--- config.mk ---
export PLATFORM = sky130hd
export DESIGN_NAME = shift_barrel_pipe_flat
export DESIGN_NICKNAME = d
export VERILOG_FILES = /design/src/rtl/shift_barrel_pipe_if.sv /design/src/rtl/shift_barrel_pipe.sv /design/src/flat_wrapper.sv
export SDC_FILE = /design/constraint.sdc
export NUM_CORES = 1
export LEC_CHECK = 0
export ABC_AREA = 1
export BUFFER_PORTS_ARGS = -buffer_cell sky130_fd_sc_hd__buf_4
export CAP_MARGIN = 30
export CORE_MARGIN = 1.5
export CORE_UTILIZATION = 56
export CTS_CLUSTER_DIAMETER = 100
export DETAILED_ROUTE_END_ITERATION = 16
export HOLD_SLACK_MARGIN = 0.02
export PLACE_DENSITY_LB_ADDON = 0.08
export SETUP_SLACK_MARGIN = 0.4
export SYNTH_ARGS = -nofsm -noshare
export SYNTH_HDL_FRONTEND = slang
export SYNTH_SLANG_ARGS = --single-unit
--- constraint.sdc ---
create_clock -name clk -period 4.2 [get_ports clk]
set_input_delay 0.42 -clock clk [delete_from_list [all_inputs] [get_ports clk]]
set_output_delay 0.42 -clock clk [all_outputs]
set_load 0.01 [all_outputs]
--- src/rtl/shift_barrel_pipe_if.sv ---
// Operand/result handshake bundle for shift_barrel_pipe; slave is the shifter side.
// out_sticky exists only when SHIFT_BARREL_PIPE_STICKY_EN is defined.
interface shift_barrel_pipe_if #(
  parameter int Bits = 64
);
  localparam int L = $clog2(Bits);

  logic            inp_valid;
  logic            inp_retry;
  logic [Bits-1:0] inp_a;
  logic [L-1:0]    inp_sh;
  logic [2:0]      inp_op;
  logic            out_valid;
  logic            out_retry;
  logic [Bits-1:0] out_b;

`ifdef SHIFT_BARREL_PIPE_STICKY_EN
  logic            out_sticky;

  modport master (
    output inp_valid, inp_a, inp_sh, inp_op, out_retry,
    input  inp_retry, out_valid, out_b, out_sticky
  );
  modport slave (
    input  inp_valid, inp_a, inp_sh, inp_op, out_retry,
    output inp_retry, out_valid, out_b, out_sticky
  );
`else
  modport master (
    output inp_valid, inp_a, inp_sh, inp_op, out_retry,
    input  inp_retry, out_valid, out_b
  );
  modport slave (
    input  inp_valid, inp_a, inp_sh, inp_op, out_retry,
    output inp_retry, out_valid, out_b
  );
`endif
endinterface

--- src/rtl/shift_barrel_pipe.sv ---
// Pipelined barrel shifter (ROL/ROR/SLL/SRL/SRA) with Stages register stages and a global stall.
// Define SHIFT_BARREL_PIPE_STICKY_EN to add out_sticky (OR of the bits shifted off the end).
module shift_barrel_pipe #(
  parameter int Bits   = 64,
  parameter int Stages = 2
) (
  input  logic                clk,
  input  logic                reset_n,
  shift_barrel_pipe_if.slave  bus
);
  localparam int L = $clog2(Bits);
  localparam int G = (L + Stages - 1) / Stages;

  typedef struct packed {
    logic            vld;
    logic            rev;
    logic            rot;
    logic            fill;
`ifdef SHIFT_BARREL_PIPE_STICKY_EN
    logic            sticky;
`endif
    logic [L-1:0]    sh;
    logic [Bits-1:0] data;
  } stage_t;

  stage_t q   [Stages];
  stage_t nxt [Stages];
  stage_t src0;
  logic   adv;

  function automatic logic [Bits-1:0] bit_rev(input logic [Bits-1:0] v);
    for (int i = 0; i < Bits; i++) bit_rev[i] = v[Bits-1-i];
  endfunction

  // Right ops run through the left-shift network on bit-reversed data; reserved ops shift by 0.
  always_comb begin
    src0      = '0;
    src0.vld  = bus.inp_valid;
    src0.data = bus.inp_a;
    src0.sh   = bus.inp_sh;
    case (bus.inp_op)
      3'b000: src0.rot = 1'b1;
      3'b001: begin src0.rot = 1'b1; src0.rev = 1'b1; end
      3'b010: src0.rev = 1'b0;
      3'b011: src0.rev = 1'b1;
      3'b100: begin src0.rev = 1'b1; src0.fill = bus.inp_a[Bits-1]; end
      default: src0.sh = '0;
    endcase
    if (src0.rev) src0.data = bit_rev(bus.inp_a);
  end

  always_comb begin
    stage_t cur;
    cur = src0;
    for (int s = 0; s < Stages; s++) begin
      for (int k = 0; k < L; k++) begin
        if ((k / G) == s && cur.sh[k]) begin
          if (cur.rot) begin
            cur.data = (cur.data << (1 << k)) | (cur.data >> (Bits - (1 << k)));
          end else begin
`ifdef SHIFT_BARREL_PIPE_STICKY_EN
            cur.sticky = cur.sticky | (|(cur.data >> (Bits - (1 << k))));
`endif
            cur.data = (cur.data << (1 << k)) |
                       (cur.fill ? ~({Bits{1'b1}} << (1 << k)) : '0);
          end
        end
      end
      if (s == Stages - 1 && cur.rev) cur.data = bit_rev(cur.data);
      nxt[s] = cur;
      if (s < Stages - 1) cur = q[s];
    end
  end

  assign adv = !(q[Stages-1].vld && bus.out_retry);

  // Whole pipe advances together; a stalled output freezes every stage.
  always_ff @(posedge clk or negedge reset_n) begin
    if (!reset_n) begin
      for (int s = 0; s < Stages; s++) q[s] <= '0;
    end else if (adv) begin
      for (int s = 0; s < Stages; s++) q[s] <= nxt[s];
    end
  end

  assign bus.inp_retry  = !adv;
  assign bus.out_valid  = q[Stages-1].vld;
  assign bus.out_b      = q[Stages-1].data;
`ifdef SHIFT_BARREL_PIPE_STICKY_EN
  assign bus.out_sticky = q[Stages-1].sticky;
`endif
endmodule

--- src/flat_wrapper.sv ---
// flat-port wrapper written by rule: the top's interface ports become plain ports
module shift_barrel_pipe_flat 
#(
  parameter int Bits   = 64,
  parameter int Stages = 2
)
  (clk, reset_n, bus_inp_valid, bus_inp_a, bus_inp_sh, bus_inp_op, bus_out_retry, bus_inp_retry, bus_out_valid, bus_out_b);
  shift_barrel_pipe_if #(.Bits(Bits)) bus_i ();
  input  logic clk;
  input  logic reset_n;
  input wire logic [$bits(bus_i.inp_valid)-1:0] bus_inp_valid;
  input wire logic [$bits(bus_i.inp_a)-1:0] bus_inp_a;
  input wire logic [$bits(bus_i.inp_sh)-1:0] bus_inp_sh;
  input wire logic [$bits(bus_i.inp_op)-1:0] bus_inp_op;
  input wire logic [$bits(bus_i.out_retry)-1:0] bus_out_retry;
  output wire logic [$bits(bus_i.inp_retry)-1:0] bus_inp_retry;
  output wire logic [$bits(bus_i.out_valid)-1:0] bus_out_valid;
  output wire logic [$bits(bus_i.out_b)-1:0] bus_out_b;
  assign bus_i.inp_valid = bus_inp_valid;
  assign bus_i.inp_a = bus_inp_a;
  assign bus_i.inp_sh = bus_inp_sh;
  assign bus_i.inp_op = bus_inp_op;
  assign bus_i.out_retry = bus_out_retry;
  assign bus_inp_retry = bus_i.inp_retry;
  assign bus_out_valid = bus_i.out_valid;
  assign bus_out_b = bus_i.out_b;
  shift_barrel_pipe #(.Bits(Bits), .Stages(Stages)) u_core (.clk(clk), .reset_n(reset_n), .bus(bus_i));
endmodule
==> report_table.html, run 1 <==
<table>
<tr><th>Metric</th><th>Value</th></tr>
<tr><th colspan="2">Run status</th></tr>
<tr><td>Run status</td><td>finished, final reports clean</td></tr>
<tr><th colspan="2">Setup path</th></tr>
<tr><td>Reg2reg path depth</td><td>9</td></tr>
<tr><td>Max Fanout on Critical Path</td><td>16</td></tr>
<tr><td>Capturing element type of the critical path</td><td>register</td></tr>
<tr><td>Critical path class</td><td>reg2reg</td></tr>
<tr><td>CP Depth</td><td>9</td></tr>
<tr><td>Critical-path cell list</td><td>nor2_4 &gt; nor2_1 &gt; o21ai_0 &gt; o21ai_0 &gt; nand2_1 &gt; nand3_1 &gt; nand2_1 &gt; nand2_1 &gt; nand2_1</td></tr>
<tr><td>Kind of cell adding the most delay to the critical path</td><td>simple AND/OR/NAND/NOR gates</td></tr>
<tr><td>Worst endpoint data arrival time</td><td>slightly above 3000 ps</td></tr>
<tr><td>Startpoint kind of the worst setup timing path</td><td>register</td></tr>
<tr><td>Most common cell type on the critical path</td><td>nand2_1</td></tr>
<tr><td>Worst path bufs/invs</td><td>0</td></tr>
<tr><td>Critical Path RT</td><td>about 4500 ps</td></tr>
<tr><td>Delay contributed by the slowest stage of the critical path</td><td>between 700 and 800 ps</td></tr>
<tr><td>Worst-path cell with the longest stage delay</td><td>nor2_1</td></tr>
<tr><th colspan="2">Synthesis</th></tr>
<tr><td>Sequential-to-total area share from yosys stat</td><td>0.2920</td></tr>
<tr><td>Synth Instances</td><td>1899</td></tr>
<tr><td>Number of register bits inferred by synthesis</td><td>136</td></tr>
<tr><td>Number of unique standard cell types used by synthesis</td><td>21</td></tr>
<tr><td>Net count after synthesis</td><td>1976</td></tr>
<tr><td>Area of the mapped netlist</td><td>11650 um2</td></tr>
<tr><td>Average footprint of a synthesized cell</td><td>between 6 and 7 um2</td></tr>
<tr><td>Number of warnings printed during yosys synthesis</td><td>0</td></tr>
<tr><th colspan="2">Timing</th></tr>
<tr><td>Setup Viol. Count Final</td><td>0</td></tr>
<tr><td>Setup Total Neg Slack</td><td>0 ps</td></tr>
<tr><td>Max-Slew Margin vs Limit</td><td>0.2798</td></tr>
<tr><td>Final cycle utilization of the critical path</td><td>0.6498</td></tr>
<tr><td>Final Skew</td><td>a little over 10 ps</td></tr>
<tr><td>Pin slew with the least headroom to its limit</td><td>1073 ps</td></tr>
<tr><td>Final hold slack</td><td>92.84 ps</td></tr>
<tr><td>Hold Vio Cnt, Final</td><td>0</td></tr>
<tr><td>Final Max Tran Viols</td><td>0</td></tr>
<tr><td>Clock period minus worst slack</td><td>approximately 2700 ps</td></tr>
<tr><td>Maximum achievable frequency</td><td>0.3664 GHz</td></tr>
<tr><td>Setup repair after global routing missed its margin</td><td>no</td></tr>
<tr><th colspan="2">Drt</th></tr>
<tr><td>Total number of vias</td><td>between 10k and 15k</td></tr>
<tr><td>DR iter-0 viols</td><td>around 1.7k</td></tr>
<tr><td>DR vias/cell</td><td>6.214</td></tr>
<tr><td>Detailed-routing iteration count for the pre-antenna-repair pass</td><td>6</td></tr>
<tr><td>Remaining DRCs</td><td>0</td></tr>
<tr><td>Number of routed nets with antenna violations</td><td>0</td></tr>
<tr><td>Routed wirelength normalized by instance count</td><td>roughly 19 um</td></tr>
<tr><td>Routed wire length</td><td>between 40 and 50 mm</td></tr>
<tr><th colspan="2">Placement</th></tr>
<tr><td>Cell Area, Placed</td><td>around 12000 um2</td></tr>
<tr><td>Number of I/O port buffers</td><td>142</td></tr>
<tr><td>Global placement routability congestion</td><td>just over 1</td></tr>
<tr><td>Placed wire-length estimate</td><td>just under 30 mm</td></tr>
<tr><th colspan="2">Clock tree</th></tr>
<tr><td>Number of clock buffers inserted by TritonCTS</td><td>17</td></tr>
<tr><td>Total of cells resized after clock tree synthesis</td><td>0</td></tr>
<tr><td>Buffer cell driving the clock tree root</td><td>clkbuf_16</td></tr>
<tr><td>Number of buffers inserted to repair setup after CTS</td><td>0</td></tr>
<tr><td>Clock network latency to the later pin of the worst-skew pair</td><td>approximately 430 ps</td></tr>
<tr><td>Worst-path clk slew</td><td>around 60 ps</td></tr>
<tr><td>Count of H-tree levels built during CTS</td><td>4</td></tr>
<tr><td>Clock Sinks</td><td>roughly 140</td></tr>
<tr><td>Maximum number of buffers from clock root to sink</td><td>2</td></tr>
<tr><td>Number of buffers inserted for hold repair after clock tree synthesis</td><td>0</td></tr>
<tr><td>Clock tree from TritonCTS</td><td>yes</td></tr>
<tr><th colspan="2">Final layout</th></tr>
<tr><td>Layout net count</td><td>1948</td></tr>
<tr><td>Most used cells in the layout excluding fill and tap cells</td><td>659 x nand3_1, 553 x nand2_1, 161 x buf_4, 135 x o21ai_0, 134 x dfrtp_1</td></tr>
<tr><td>Final cell utilization of the core</td><td>0.6292</td></tr>
<tr><td>Leading cell type in the layout, fill and taps excluded</td><td>nand3_1</td></tr>
<tr><td>Count of antenna diodes in the layout</td><td>0</td></tr>
<tr><td>Synthesis-to-finish area growth</td><td>9.598%</td></tr>
<tr><td>Share of post-route cells with drive strength above 1</td><td>0.1231</td></tr>
<tr><td>Post-layout instance area</td><td>12770 um2</td></tr>
<tr><th colspan="2">GRT</th></tr>
<tr><td>Total grt overflow</td><td>0</td></tr>
<tr><td>First-pass GRT wire length</td><td>64.14 mm</td></tr>
<tr><td>Maximum number of pins on one net before global-route repair</td><td>between 80 and 90</td></tr>
<tr><td>Number of antenna violations at the first check in global routing</td><td>1</td></tr>
<tr><td>Via count of the first global-routing pass</td><td>approximately 12k</td></tr>
<tr><td>Global Route Usage Sum</td><td>0.3729</td></tr>
<tr><th colspan="2">Floorplan</th></tr>
<tr><td>Starting density of the core</td><td>0.5741</td></tr>
<tr><td>Floorplan die width</td><td>~150 um</td></tr>
<tr><td>Height of the die</td><td>between 100 and 150 um</td></tr>
<tr><td>Number of core rows</td><td>52</td></tr>
<tr><td>Core box area</td><td>approximately 20000 um2</td></tr>
<tr><td>Total die area</td><td>~22000 um2</td></tr>
<tr><td>I/O pin count</td><td>about 140</td></tr>
<tr><th colspan="2">Pwr</th></tr>
<tr><td>Leakage</td><td>between 6 and 7 nW</td></tr>
<tr><td>Total power density per cell area</td><td>472.8 nW/um2</td></tr>
<tr><td>Worst VDD drop</td><td>0.3179 mV</td></tr>
<tr><td>Total power after layout</td><td>~0.006 W</td></tr>
<tr><th colspan="2">Hold path</th></tr>
<tr><td>Min-Delay Path Class</td><td>in2async</td></tr>
<tr><th colspan="2">Flow run</th></tr>
<tr><td>Maximum capacitance violations</td><td>0</td></tr>
</table>
state kept, by name, summed over array words and instances (netlist names):
signal,count
u_core.bus.out_b,64
u_core.q,64
u_core.nxt,7
u_core.bus.out_valid,1
cell type report:
cell class	count	area, um2
Fill cell	1985	7527
Multi-Input combinational cell	1484	6902
Sequential cell	136	3406
Timing Repair Buffer	165	1296
Clock buffer	18	429.2
Tap cell	270	337.8
Inverter	67	251.5
Clock inverter	14	150.1
kinds of logic (layout without fill, tap and decap cells):
logic type / after synthesis / after routing / synth area share
AOI/OAI and AO/OA: 209 / 209 / 0.09523
buffers and inverters: 279 / 264 / 0.1175
DFF: 136 / 136 / 0.2920
muxes: 7 / 7 / 0.006013
and+or+nand+nor: 1268 / 1268 / 0.4893
per-layer routing:
| metal | vias to the layer above | wire length (um) | track usage |
|---|---|---|---|
| li1 | 6308 | - | - |
| met1 | 6167 | 16640 | 0.5079 |
| met2 | 788 | 17800 | 0.5690 |
| met3 | 122 | 4060 | 0.07516 |
| met4 | 0 | 1934 | 0.1745 |
| met5 | - | 0 | 0 |
worst paths after layout:
path	from	endpoint	slack (ps)
setup / recovery	u_core.nxt[71]	u_core.bus.out_b[10]	1470
hold / removal	reset_n	u_core.bus.out_b[29]	90
setup reg to reg	u_core.nxt[71]	u_core.bus.out_b[10]	1470
hold reg to reg	u_core.nxt[73]	u_core.bus.out_valid	450
max in group asynchronous	reset_n	u_core.q[88]	3030
min in group clk	bus_inp_valid	u_core.nxt[73]	200
per-stage QoR:
step	instances	worst slack, ps
2_1_floorplan	1899	2604
3_3_place_gp	2119	1429
3_5_place_dp	2122	1560
4_1_cts	2154	1550
5_1_grt	2154	1332
6_report	2154	1471
synthesized netlist by cell type (all sizes together):
cell type,count,area (um2)
mux2i,7,70.07
nor2,10,47.55
or2,39,244.0
buf,141,850.8
o211ai,24,180.2
dfrtp,136,3403
nand3,659,3298
clkbuf,71,266.5
a21oi,4,23.77
inv,67,251.5
o21ai,181,905.9
nand2,560,2112
where the power goes:
part | total (W) | internal [W] | switching, W
logic | 0.00264 | 0.000942 | 0.00170
registers | 0.00191 | 0.00166 | 0.000249
clock network | 0.00149 | 0.000877 | 0.000613
total | 0.00604 | 0.00348 | 0.00256
Power figures use the tool's default switching activity.
==> run 2, diff against run 1 <==
--- a/config.mk
+++ b/config.mk
@@ -9,7 +9,7 @@
 export BUFFER_PORTS_ARGS = -buffer_cell sky130_fd_sc_hd__buf_4
 export CAP_MARGIN = 30
 export CORE_MARGIN = 1.5
-export CORE_UTILIZATION = 56
+export CORE_UTILIZATION = 54
 export CTS_CLUSTER_DIAMETER = 100
 export DETAILED_ROUTE_END_ITERATION = 16
 export HOLD_SLACK_MARGIN = 0.02
==> constraint.sdc (replaced) <==
create_clock -name clk -period 2.3 [get_ports clk]
set_input_delay 0.23 -clock clk [delete_from_list [all_inputs] [get_ports clk]]
set_output_delay 0.23 -clock clk [all_outputs]
set_load 0.01 [all_outputs]
==> run 2 against run 1 <==
Against the previous run:
- critical path depth rose by 1
- cell count up 1.6%
- clock skew down 2.0 ps
- wire length is 0.15% lower
- global-route usage shrank 1.0 points
- register-to-register slack lost 1100 ps
- fmax increased by 44%
- clock-buffer cell count up 2
- total power rose by 86%
- first-iteration DRC count fell by 13%
- worst hold slack improved by 36 ps
- final area is 3.4% higher
- critical path type unchanged
- highest routed layer unchanged
==> report_table.html, run 2 (synthesis results as in run 1) <==
<table>
<tr><th>Metric</th><th>Value</th></tr>
<tr><th colspan="2">Run status</th></tr>
<tr><td>Run status</td><td>finished, final reports clean</td></tr>
<tr><th colspan="2">Clock tree</th></tr>
<tr><td>Buffer cell driving the clock tree root</td><td>clkbuf_16</td></tr>
<tr><td>Count of H-tree levels built during CTS</td><td>4 (unchanged)</td></tr>
<tr><td>Maximum number of buffers from clock root to sink</td><td>2 (unchanged)</td></tr>
<tr><td>Number of clock buffers inserted by TritonCTS</td><td>17 (unchanged)</td></tr>
<tr><td>Clock network latency to the later pin of the worst-skew pair</td><td>430 ps (about the same)</td></tr>
<tr><td>Clock Sinks</td><td>136 (unchanged)</td></tr>
<tr><td>Number of buffers inserted to repair setup after CTS</td><td>0 (unchanged)</td></tr>
<tr><td>Worst-path clk slew</td><td>60 ps (about the same)</td></tr>
<tr><td>Clock tree from TritonCTS</td><td>yes</td></tr>
<tr><th colspan="2">GRT</th></tr>
<tr><td>Global Route Usage Sum</td><td>0.3626 (-0.01032)</td></tr>
<tr><td>Maximum number of pins on one net before global-route repair</td><td>103 (+16%)</td></tr>
<tr><td>Via count of the first global-routing pass</td><td>12.03k (-0.23%)</td></tr>
<tr><td>Number of antenna violations at the first check in global routing</td><td>0 (-1)</td></tr>
<tr><td>Total grt overflow</td><td>0 (unchanged)</td></tr>
<tr><td>First-pass GRT wire length</td><td>63.64 mm (-0.77%)</td></tr>
<tr><th colspan="2">Setup path</th></tr>
<tr><td>Worst-path cell with the longest stage delay</td><td>dfrtp_2</td></tr>
<tr><td>Critical path class</td><td>reg2reg</td></tr>
<tr><td>Critical-path cell list</td><td>buf_12 &gt; o21ai_1 &gt; nand2_1 &gt; o21ai_0 &gt; nand2_1 &gt; nand2_1 &gt; nand2_1 &gt; nand2_1 &gt; nand3_1 &gt; nand2_1</td></tr>
<tr><td>Max Fanout on Critical Path</td><td>30 (+14)</td></tr>
<tr><td>Worst endpoint data arrival time</td><td>2270 ps (-770 ps)</td></tr>
<tr><td>Capturing element type of the critical path</td><td>register</td></tr>
<tr><td>Startpoint kind of the worst setup timing path</td><td>register</td></tr>
<tr><td>Worst setup slack for register-to-register paths</td><td>400 ps (-1070 ps)</td></tr>
<tr><td>Most common cell type on the critical path</td><td>nand2_1</td></tr>
<tr><td>Critical Path RT</td><td>2670 ps (-1840 ps)</td></tr>
<tr><td>Delay contributed by the slowest stage of the critical path</td><td>500 ps (-280 ps)</td></tr>
<tr><th colspan="2">Drt</th></tr>
<tr><td>Wire length on met1</td><td>17.38 mm (+4.5%)</td></tr>
<tr><td>Routed wirelength normalized by instance count</td><td>18.45 um (-1.7%)</td></tr>
<tr><td>Highest signal layer in the routed design</td><td>met4</td></tr>
<tr><td>Routed wire length on met2</td><td>17.99 mm (+1.0%)</td></tr>
<tr><td>Number of routed nets with antenna violations</td><td>0 (unchanged)</td></tr>
<tr><td>Remaining DRCs</td><td>0 (unchanged)</td></tr>
<tr><td>WL met3</td><td>3.283 mm (-19%)</td></tr>
<tr><td>Detailed-routing iteration count for the pre-antenna-repair pass</td><td>6 (unchanged)</td></tr>
<tr><td>Routed wire length</td><td>40.38 mm (-0.15%)</td></tr>
<tr><td>DR iter-0 viols</td><td>1457 (-13%)</td></tr>
<tr><td>DR vias/cell</td><td>6.109 (-1.7%)</td></tr>
<tr><td>Total number of vias</td><td>13.37k (-0.13%)</td></tr>
<tr><th colspan="2">Pwr</th></tr>
<tr><td>Worst VDD drop</td><td>0.4664 mV (+47%)</td></tr>
<tr><td>Leakage</td><td>6.488 nW (+3.4%)</td></tr>
<tr><td>Total power density per cell area</td><td>850.6 nW/um2 (+80%)</td></tr>
<tr><th colspan="2">Timing</th></tr>
<tr><td>Max-Slew Margin vs Limit</td><td>0.5373 (+0.2575)</td></tr>
<tr><td>Setup Total Neg Slack</td><td>0 ps (unchanged)</td></tr>
<tr><td>Setup repair after global routing missed its margin</td><td>yes</td></tr>
<tr><td>Final hold slack</td><td>128.9 ps (+36.09 ps)</td></tr>
<tr><td>Maximum achievable frequency</td><td>0.5272 GHz (+44%)</td></tr>
<tr><td>Final Max Tran Viols</td><td>0 (unchanged)</td></tr>
<tr><td>Setup Viol. Count Final</td><td>0 (unchanged)</td></tr>
<tr><td>Hold Vio Cnt, Final</td><td>0 (unchanged)</td></tr>
<tr><td>Pin slew with the least headroom to its limit</td><td>689.8 ps (-383.3 ps)</td></tr>
<tr><td>Clock period minus worst slack</td><td>1897 ps (-832.7 ps)</td></tr>
<tr><td>Final Skew</td><td>8.322 ps (-1.970 ps)</td></tr>
<tr><td>Final cycle utilization of the critical path</td><td>0.8246 (+0.1748)</td></tr>
<tr><th colspan="2">Final layout</th></tr>
<tr><td>Number of fillers in the final layout</td><td>2067 (+4.1%)</td></tr>
<tr><td>Post-layout instance area</td><td>13210 um2 (+3.4%)</td></tr>
<tr><td>Finished Layout Cells</td><td>2188 (+1.6%)</td></tr>
<tr><td>Final cell utilization of the core</td><td>0.6266 (-0.002634)</td></tr>
<tr><td>Layout net count</td><td>1977 (+1.5%)</td></tr>
<tr><td>Synthesis-to-finish area growth</td><td>13.38%</td></tr>
<tr><td>Most used cells in the layout excluding fill and tap cells</td><td>659 x nand3_1, 553 x nand2_1, 172 x buf_4, 133 x dfrtp_1, 101 x o21ai_0</td></tr>
<tr><td>Share of post-route cells with drive strength above 1</td><td>0.1385 (+0.01538)</td></tr>
<tr><td>Count of antenna diodes in the layout</td><td>0 (unchanged)</td></tr>
<tr><td>Leading cell type in the layout, fill and taps excluded</td><td>nand3_1</td></tr>
<tr><th colspan="2">Hold path</th></tr>
<tr><td>Min-Delay Path Class</td><td>in2reg</td></tr>
<tr><th colspan="2">Placement</th></tr>
<tr><td>Number of I/O port buffers</td><td>142 (unchanged)</td></tr>
<tr><td>Post-placement cell count</td><td>2152 (+1.4%)</td></tr>
<tr><td>Global placement routability congestion</td><td>1.005 (-1.7%)</td></tr>
<tr><td>Placed wire-length estimate</td><td>29.94 mm (+2.2%)</td></tr>
<tr><td>Cell Area, Placed</td><td>12530 um2 (+2.8%)</td></tr>
<tr><th colspan="2">Floorplan</th></tr>
<tr><td>Floorplan die width</td><td>149.9 um (+1.8%)</td></tr>
<tr><td>I/O pin count</td><td>143 (unchanged)</td></tr>
<tr><td>Number of core rows</td><td>53 (+1.9%)</td></tr>
<tr><td>Core box area</td><td>21090 um2 (+3.9%)</td></tr>
<tr><td>Total die area</td><td>22470 um2 (+3.6%)</td></tr>
<tr><td>Starting density of the core</td><td>0.5526 (-0.02146)</td></tr>
<tr><td>Height of the die</td><td>149.9 um (+1.8%)</td></tr>
<tr><th colspan="2">Flow run</th></tr>
<tr><td>Maximum capacitance violations</td><td>0 (unchanged)</td></tr>
</table>
run 2: changes by cell type in the layout (fill, tap and decap cells not counted), sizes merged, moves of 2 or more:
cell / before / now
buf: 165 / 190
clkbuf: 18 / 22
clkinv: 8 / 4
clkinvlp: 3 / 5
dlygate4sd3: 0 / 2
run 2: final timing paths:
| check | startpoint | end | depth (start not counted) |
|---|---|---|---|
| setup / recovery | u_core.nxt[67] | u_core.bus.out_b[41] | 10 |
| hold / removal | bus_inp_sh[3] | u_core.nxt[67] | 3 |
| setup reg to reg | u_core.nxt[67] | u_core.bus.out_b[41] | 10 |
| hold reg to reg | u_core.nxt[73] | u_core.bus.out_valid | 2 |
| max in group asynchronous | reset_n | u_core.nxt[71] | 3 |
| min in group asynchronous | reset_n | u_core.bus.out_b[39] | 2 |
run 2: layer usage:
metal,global-route usage,vias to the layer above
met3,0.06128,91
met2,0.5498,652
met4,0.1603,0
met1,0.5049,6256
met5,0,-
li1,-,6368
run 2: metrics by stage:
stage          setup slack [ps]  power, W
3_3_place_gp              289.5  0.008321
2_1_floorplan             737.3  0.006907
4_1_cts                   424.3   0.01113
3_5_place_dp              253.9  0.008411
5_1_grt                   316.5   0.01198
6_report                  403.3   0.01124
run 2: final cells by class:
type | count | area [um2] | area share
multi-input combinational | 1484 | 6920 | 0.5238
sequential | 136 | 3407 | 0.2579
clock buffer | 20 | 466.7 | 0.03532
tap | 275 | 344.1 | 0.02604
inverter | 67 | 254.0 | 0.01922
timing repair buffer | 194 | 1704 | 0.1290
clock inverter | 12 | 116.4 | 0.008807
run 2: what timing repair did:
item | CTS | global route
hold buffers | 2 | 0
pin swaps | 0 | 1
cloned | 0 | 2
setup endpoints to repair | 18 | 61
gates resized for setup | 4 | 38
hold endpoints to repair | 42 | 0
run 2: report_power, final:
group | leakage (nW) | switching [W] | total, W | internal, W
Clock | 0.272 | 0.00112 | 0.00270 | 0.00158
Combinational | 4.58 | 0.00316 | 0.00506 | 0.00190
Sequential | 1.63 | 0.000448 | 0.00348 | 0.00303
Total | 6.49 | 0.00473 | 0.0112 | 0.00651
run 2: worst max-delay path, delay by kind of cell (launching register included):
family	cells	cell delay, ps
flops	1	500
buf+inv	1	200
simple gates	7	550
compound gates	2	570
==> run 3, diff against run 2 <==
--- a/config.mk
+++ b/config.mk
@@ -9,7 +9,7 @@
 export BUFFER_PORTS_ARGS = -buffer_cell sky130_fd_sc_hd__buf_4
 export CAP_MARGIN = 30
 export CORE_MARGIN = 1.5
-export CORE_UTILIZATION = 54
+export CORE_UTILIZATION = 56
 export CTS_CLUSTER_DIAMETER = 100
 export DETAILED_ROUTE_END_ITERATION = 16
 export HOLD_SLACK_MARGIN = 0.02
==> constraint.sdc (replaced) <==
create_clock -name clk -period 1.8 [get_ports clk]
set_input_delay 0.18 -clock clk [delete_from_list [all_inputs] [get_ports clk]]
set_output_delay 0.18 -clock clk [all_outputs]
set_load 0.01 [all_outputs]
==> run 3 against run 2 <==
Against the previous run:
- flip-flop and latch count is the same
- die area shrank 3.5%
- register-to-register slack lost 390 ps
- worst hold slack lost 98 ps
- clock-buffer cell count shrank 2
- via count grew 3.2%
- final area grew 5.9%
- clock skew grew 1.1 ps
- sequential share of layout area shrank 1.4 points
- clock power grew 29%
- critical endpoint is now u_core.bus.out_b[11]
- largest cell class unchanged
==> report_table.html, run 3 (synthesis results as in run 1) <==
<table>
<tr><th>Metric</th><th>Value</th></tr>
<tr><th colspan="2">Run status</th></tr>
<tr><td>Run status</td><td>finished, final reports clean</td></tr>
<tr><th colspan="2">Drt</th></tr>
<tr><td>DR vias/cell</td><td>6.213 (+1.7%)</td></tr>
<tr><td>Routed wirelength normalized by instance count</td><td>18.76 um (+1.6%)</td></tr>
<tr><td>Total number of vias</td><td>13.80k (+3.2%)</td></tr>
<tr><td>Remaining DRCs</td><td>0 (unchanged)</td></tr>
<tr><td>DR iter-0 viols</td><td>1458 (+0.069%)</td></tr>
<tr><td>Number of routed nets with antenna violations</td><td>0 (unchanged)</td></tr>
<tr><td>Routed wire length</td><td>41.66 mm (+3.2%)</td></tr>
<tr><td>Detailed-routing iteration count for the pre-antenna-repair pass</td><td>6 (unchanged)</td></tr>
<tr><th colspan="2">Placement</th></tr>
<tr><td>Global placement routability congestion</td><td>0.9949 (-1.0%)</td></tr>
<tr><td>Number of I/O port buffers</td><td>142 (unchanged)</td></tr>
<tr><td>Placed wire-length estimate</td><td>30.36 mm (+1.4%)</td></tr>
<tr><th colspan="2">Timing</th></tr>
<tr><td>Setup Viol. Count Final</td><td>0 (unchanged)</td></tr>
<tr><td>Setup repair after global routing missed its margin</td><td>yes</td></tr>
<tr><td>Pin slew with the least headroom to its limit</td><td>738.9 ps (+49.12 ps)</td></tr>
<tr><td>Final Skew</td><td>9.433 ps (+1.110 ps)</td></tr>
<tr><td>Setup Total Neg Slack</td><td>0 ps (unchanged)</td></tr>
<tr><td>Final Max Tran Viols</td><td>0 (unchanged)</td></tr>
<tr><td>Hold Vio Cnt, Final</td><td>0 (unchanged)</td></tr>
<tr><td>Max-Slew Margin vs Limit</td><td>0.5074 (-0.02991)</td></tr>
<tr><td>Final cycle utilization of the critical path</td><td>0.9905 (+0.1658)</td></tr>
<tr><td>Clock period minus worst slack</td><td>1783 ps (-113.8 ps)</td></tr>
<tr><td>Maximum achievable frequency</td><td>0.5609 GHz (+6.4%)</td></tr>
<tr><th colspan="2">Pwr</th></tr>
<tr><td>Total power density per cell area</td><td>1083 nW/um2 (+27%)</td></tr>
<tr><td>Total power after layout</td><td>0.01515 W (+35%)</td></tr>
<tr><td>Leakage</td><td>6.823 nW (+5.2%)</td></tr>
<tr><td>Worst VDD drop</td><td>0.6684 mV (+43%)</td></tr>
<tr><th colspan="2">Clock tree</th></tr>
<tr><td>Count of H-tree levels built during CTS</td><td>4 (unchanged)</td></tr>
<tr><td>Worst-path clk slew</td><td>70 ps (about the same)</td></tr>
<tr><td>Clock Sinks</td><td>136 (unchanged)</td></tr>
<tr><td>Clock tree from TritonCTS</td><td>yes</td></tr>
<tr><td>Buffer cell driving the clock tree root</td><td>clkbuf_16</td></tr>
<tr><td>Number of clock buffers inserted by TritonCTS</td><td>17 (unchanged)</td></tr>
<tr><td>Maximum number of buffers from clock root to sink</td><td>2 (unchanged)</td></tr>
<tr><td>Clock network latency to the later pin of the worst-skew pair</td><td>430 ps (about the same)</td></tr>
<tr><th colspan="2">Floorplan</th></tr>
<tr><td>Starting density of the core</td><td>0.5741 (+0.02146)</td></tr>
<tr><td>Core box area</td><td>20300 um2 (-3.7%)</td></tr>
<tr><td>Height of the die</td><td>147.3 um (-1.8%)</td></tr>
<tr><td>Floorplan die width</td><td>147.3 um (-1.8%)</td></tr>
<tr><td>Number of core rows</td><td>52 (-1.9%)</td></tr>
<tr><td>Total die area</td><td>21680 um2 (-3.5%)</td></tr>
<tr><td>I/O pin count</td><td>143 (unchanged)</td></tr>
<tr><th colspan="2">Setup path</th></tr>
<tr><td>Delay contributed by the slowest stage of the critical path</td><td>440 ps (-60 ps)</td></tr>
<tr><td>Worst endpoint data arrival time</td><td>2110 ps (-160 ps)</td></tr>
<tr><td>Startpoint of the worst setup timing path</td><td>u_core.nxt[67]</td></tr>
<tr><td>Capturing element type of the critical path</td><td>register</td></tr>
<tr><td>Worst-path cell with the longest stage delay</td><td>dfrtp_2</td></tr>
<tr><td>End of the worst register-to-register path</td><td>u_core.bus.out_b[11]</td></tr>
<tr><td>Critical path class</td><td>reg2reg</td></tr>
<tr><td>Startpoint kind of the worst setup timing path</td><td>register</td></tr>
<tr><td>Reg2reg path depth</td><td>8 (-2)</td></tr>
<tr><td>Max Fanout on Critical Path</td><td>49 (+63%)</td></tr>
<tr><td>Worst setup slack for register-to-register paths</td><td>20 ps (-390 ps)</td></tr>
<tr><td>Critical-path cell list</td><td>buf_12 &gt; o21ai_1 &gt; o21ai_2 &gt; or2_1 &gt; nand3_1 &gt; nand2_1 &gt; nand2_1 &gt; nand2_1</td></tr>
<tr><td>Critical Path RT</td><td>2130 ps (-540 ps)</td></tr>
<tr><td>Critical R2R Launch</td><td>u_core.nxt[67]</td></tr>
<tr><td>Most common cell type on the critical path</td><td>nand2_1</td></tr>
<tr><th colspan="2">Flow run</th></tr>
<tr><td>Maximum capacitance violations</td><td>0 (unchanged)</td></tr>
<tr><th colspan="2">GRT</th></tr>
<tr><td>Total grt overflow</td><td>0 (unchanged)</td></tr>
<tr><td>Global Route Usage Sum</td><td>0.3840 (+0.02135)</td></tr>
<tr><td>Number of antenna violations at the first check in global routing</td><td>0 (unchanged)</td></tr>
<tr><td>Maximum number of pins on one net before global-route repair</td><td>157 (+52%)</td></tr>
<tr><td>Via count of the first global-routing pass</td><td>12.54k (+4.2%)</td></tr>
<tr><td>First-pass GRT wire length</td><td>66.11 mm (+3.9%)</td></tr>
<tr><th colspan="2">Final layout</th></tr>
<tr><td>Most used cells in the layout excluding fill and tap cells</td><td>649 x nand3_1, 538 x nand2_1, 198 x buf_4, 132 x dfrtp_1, 83 x o21ai_1</td></tr>
<tr><td>Synthesis-to-finish area growth</td><td>20.08%</td></tr>
<tr><td>Share of post-route cells with drive strength above 1</td><td>0.1953 (+0.05676)</td></tr>
<tr><td>Leading cell type in the layout, fill and taps excluded</td><td>nand3_1</td></tr>
<tr><td>Layout net count</td><td>2015 (+1.9%)</td></tr>
<tr><td>Count of antenna diodes in the layout</td><td>0 (unchanged)</td></tr>
<tr><th colspan="2">Hold path</th></tr>
<tr><td>HP Start</td><td>bus_inp_sh[4]</td></tr>
<tr><td>Min-Delay Path Class</td><td>in2reg</td></tr>
<tr><td>Worst Hold End</td><td>u_core.nxt[68]</td></tr>
<tr><td>Hold-critical path depth</td><td>3 (unchanged)</td></tr>
</table>
run 3: per-stage QoR:
| stage | setup slack, ps | cell area [um2] | cells | hold WS [ps] | util |
|---|---|---|---|---|---|
| 3_3_place_gp | -77.91 | 13010 | 2184 | 171.2 | 0.6411 |
| 3_5_place_dp | -87.03 | 13010 | 2184 | 174.5 | 0.6411 |
| 6_report | 17.19 | 13990 | 2221 | 31.09 | 0.6893 |
| 2_1_floorplan | 354.9 | 11820 | 1899 | -115.6 | - |
| 5_1_grt | -149.6 | 13990 | 2221 | 85.86 | 0.6893 |
| 4_1_cts | 19.60 | 13820 | 2220 | 22.90 | 0.6807 |
run 3: worst max path at each step:
stage	to
floorplan	u_core.bus.out_b[22]
global placement	u_core.bus.out_b[38]
detailed placement	u_core.bus.out_b[38]
CTS	bus_inp_retry
global route	u_core.bus.out_b[21]
finish	u_core.bus.out_b[11]
run 3: what timing repair did:
| item | in CTS | in global routing |
|---|---|---|
| buffers inserted | 1 | 0 |
| endpoints found under the hold margin | 33 | 0 |
| pin swaps | 3 | 4 |
| hold buffers | 3 | 0 |
| setup endpoints to repair | 101 | 133 |
| gates resized for setup | 65 | 52 |
| gates cloned | 0 | 1 |
run 3: critical path: cells and delay by family (launching register included):
| kind | cells | cell delay [ps] |
|---|---|---|
| flip-flops | 1 | 440 |
| AND/OR/NAND/NOR | 5 | 520 |
| AO/OA/AOI/OAI | 2 | 510 |
| buffers and inverters | 1 | 190 |
run 3: area by class of cell:
class	instances	area, um2
multi-input combinational	1484	7276
tap	270	337.8
fill	1749	6306
sequential	136	3408
inverter	67	257.7
clock inverter	14	141.4
clock buffer	18	439.2
timing repair buffer	232	2133
run 3: metal layers:
metal / wire [um] / vias to the layer above / part of all wire / global-route usage
met1: 17320 / 6431 / 0.42 / 0.5272
met5: 0 / - / 0 / 0
met2: 18950 / 770 / 0.45 / 0.5962
li1: - / 6469 / - / -
met3: 3522 / 128 / 0.085 / 0.05994
met4: 1871 / 0 / 0.045 / 0.1755
run 3: power breakdown:
group          total, W  switching (W)  internal, W  leakage, nW
logic           0.00720        0.00434      0.00285         4.92
registers       0.00448       0.000604      0.00387         1.63
clock network   0.00347        0.00151      0.00197        0.272
total            0.0151        0.00646      0.00869         6.82
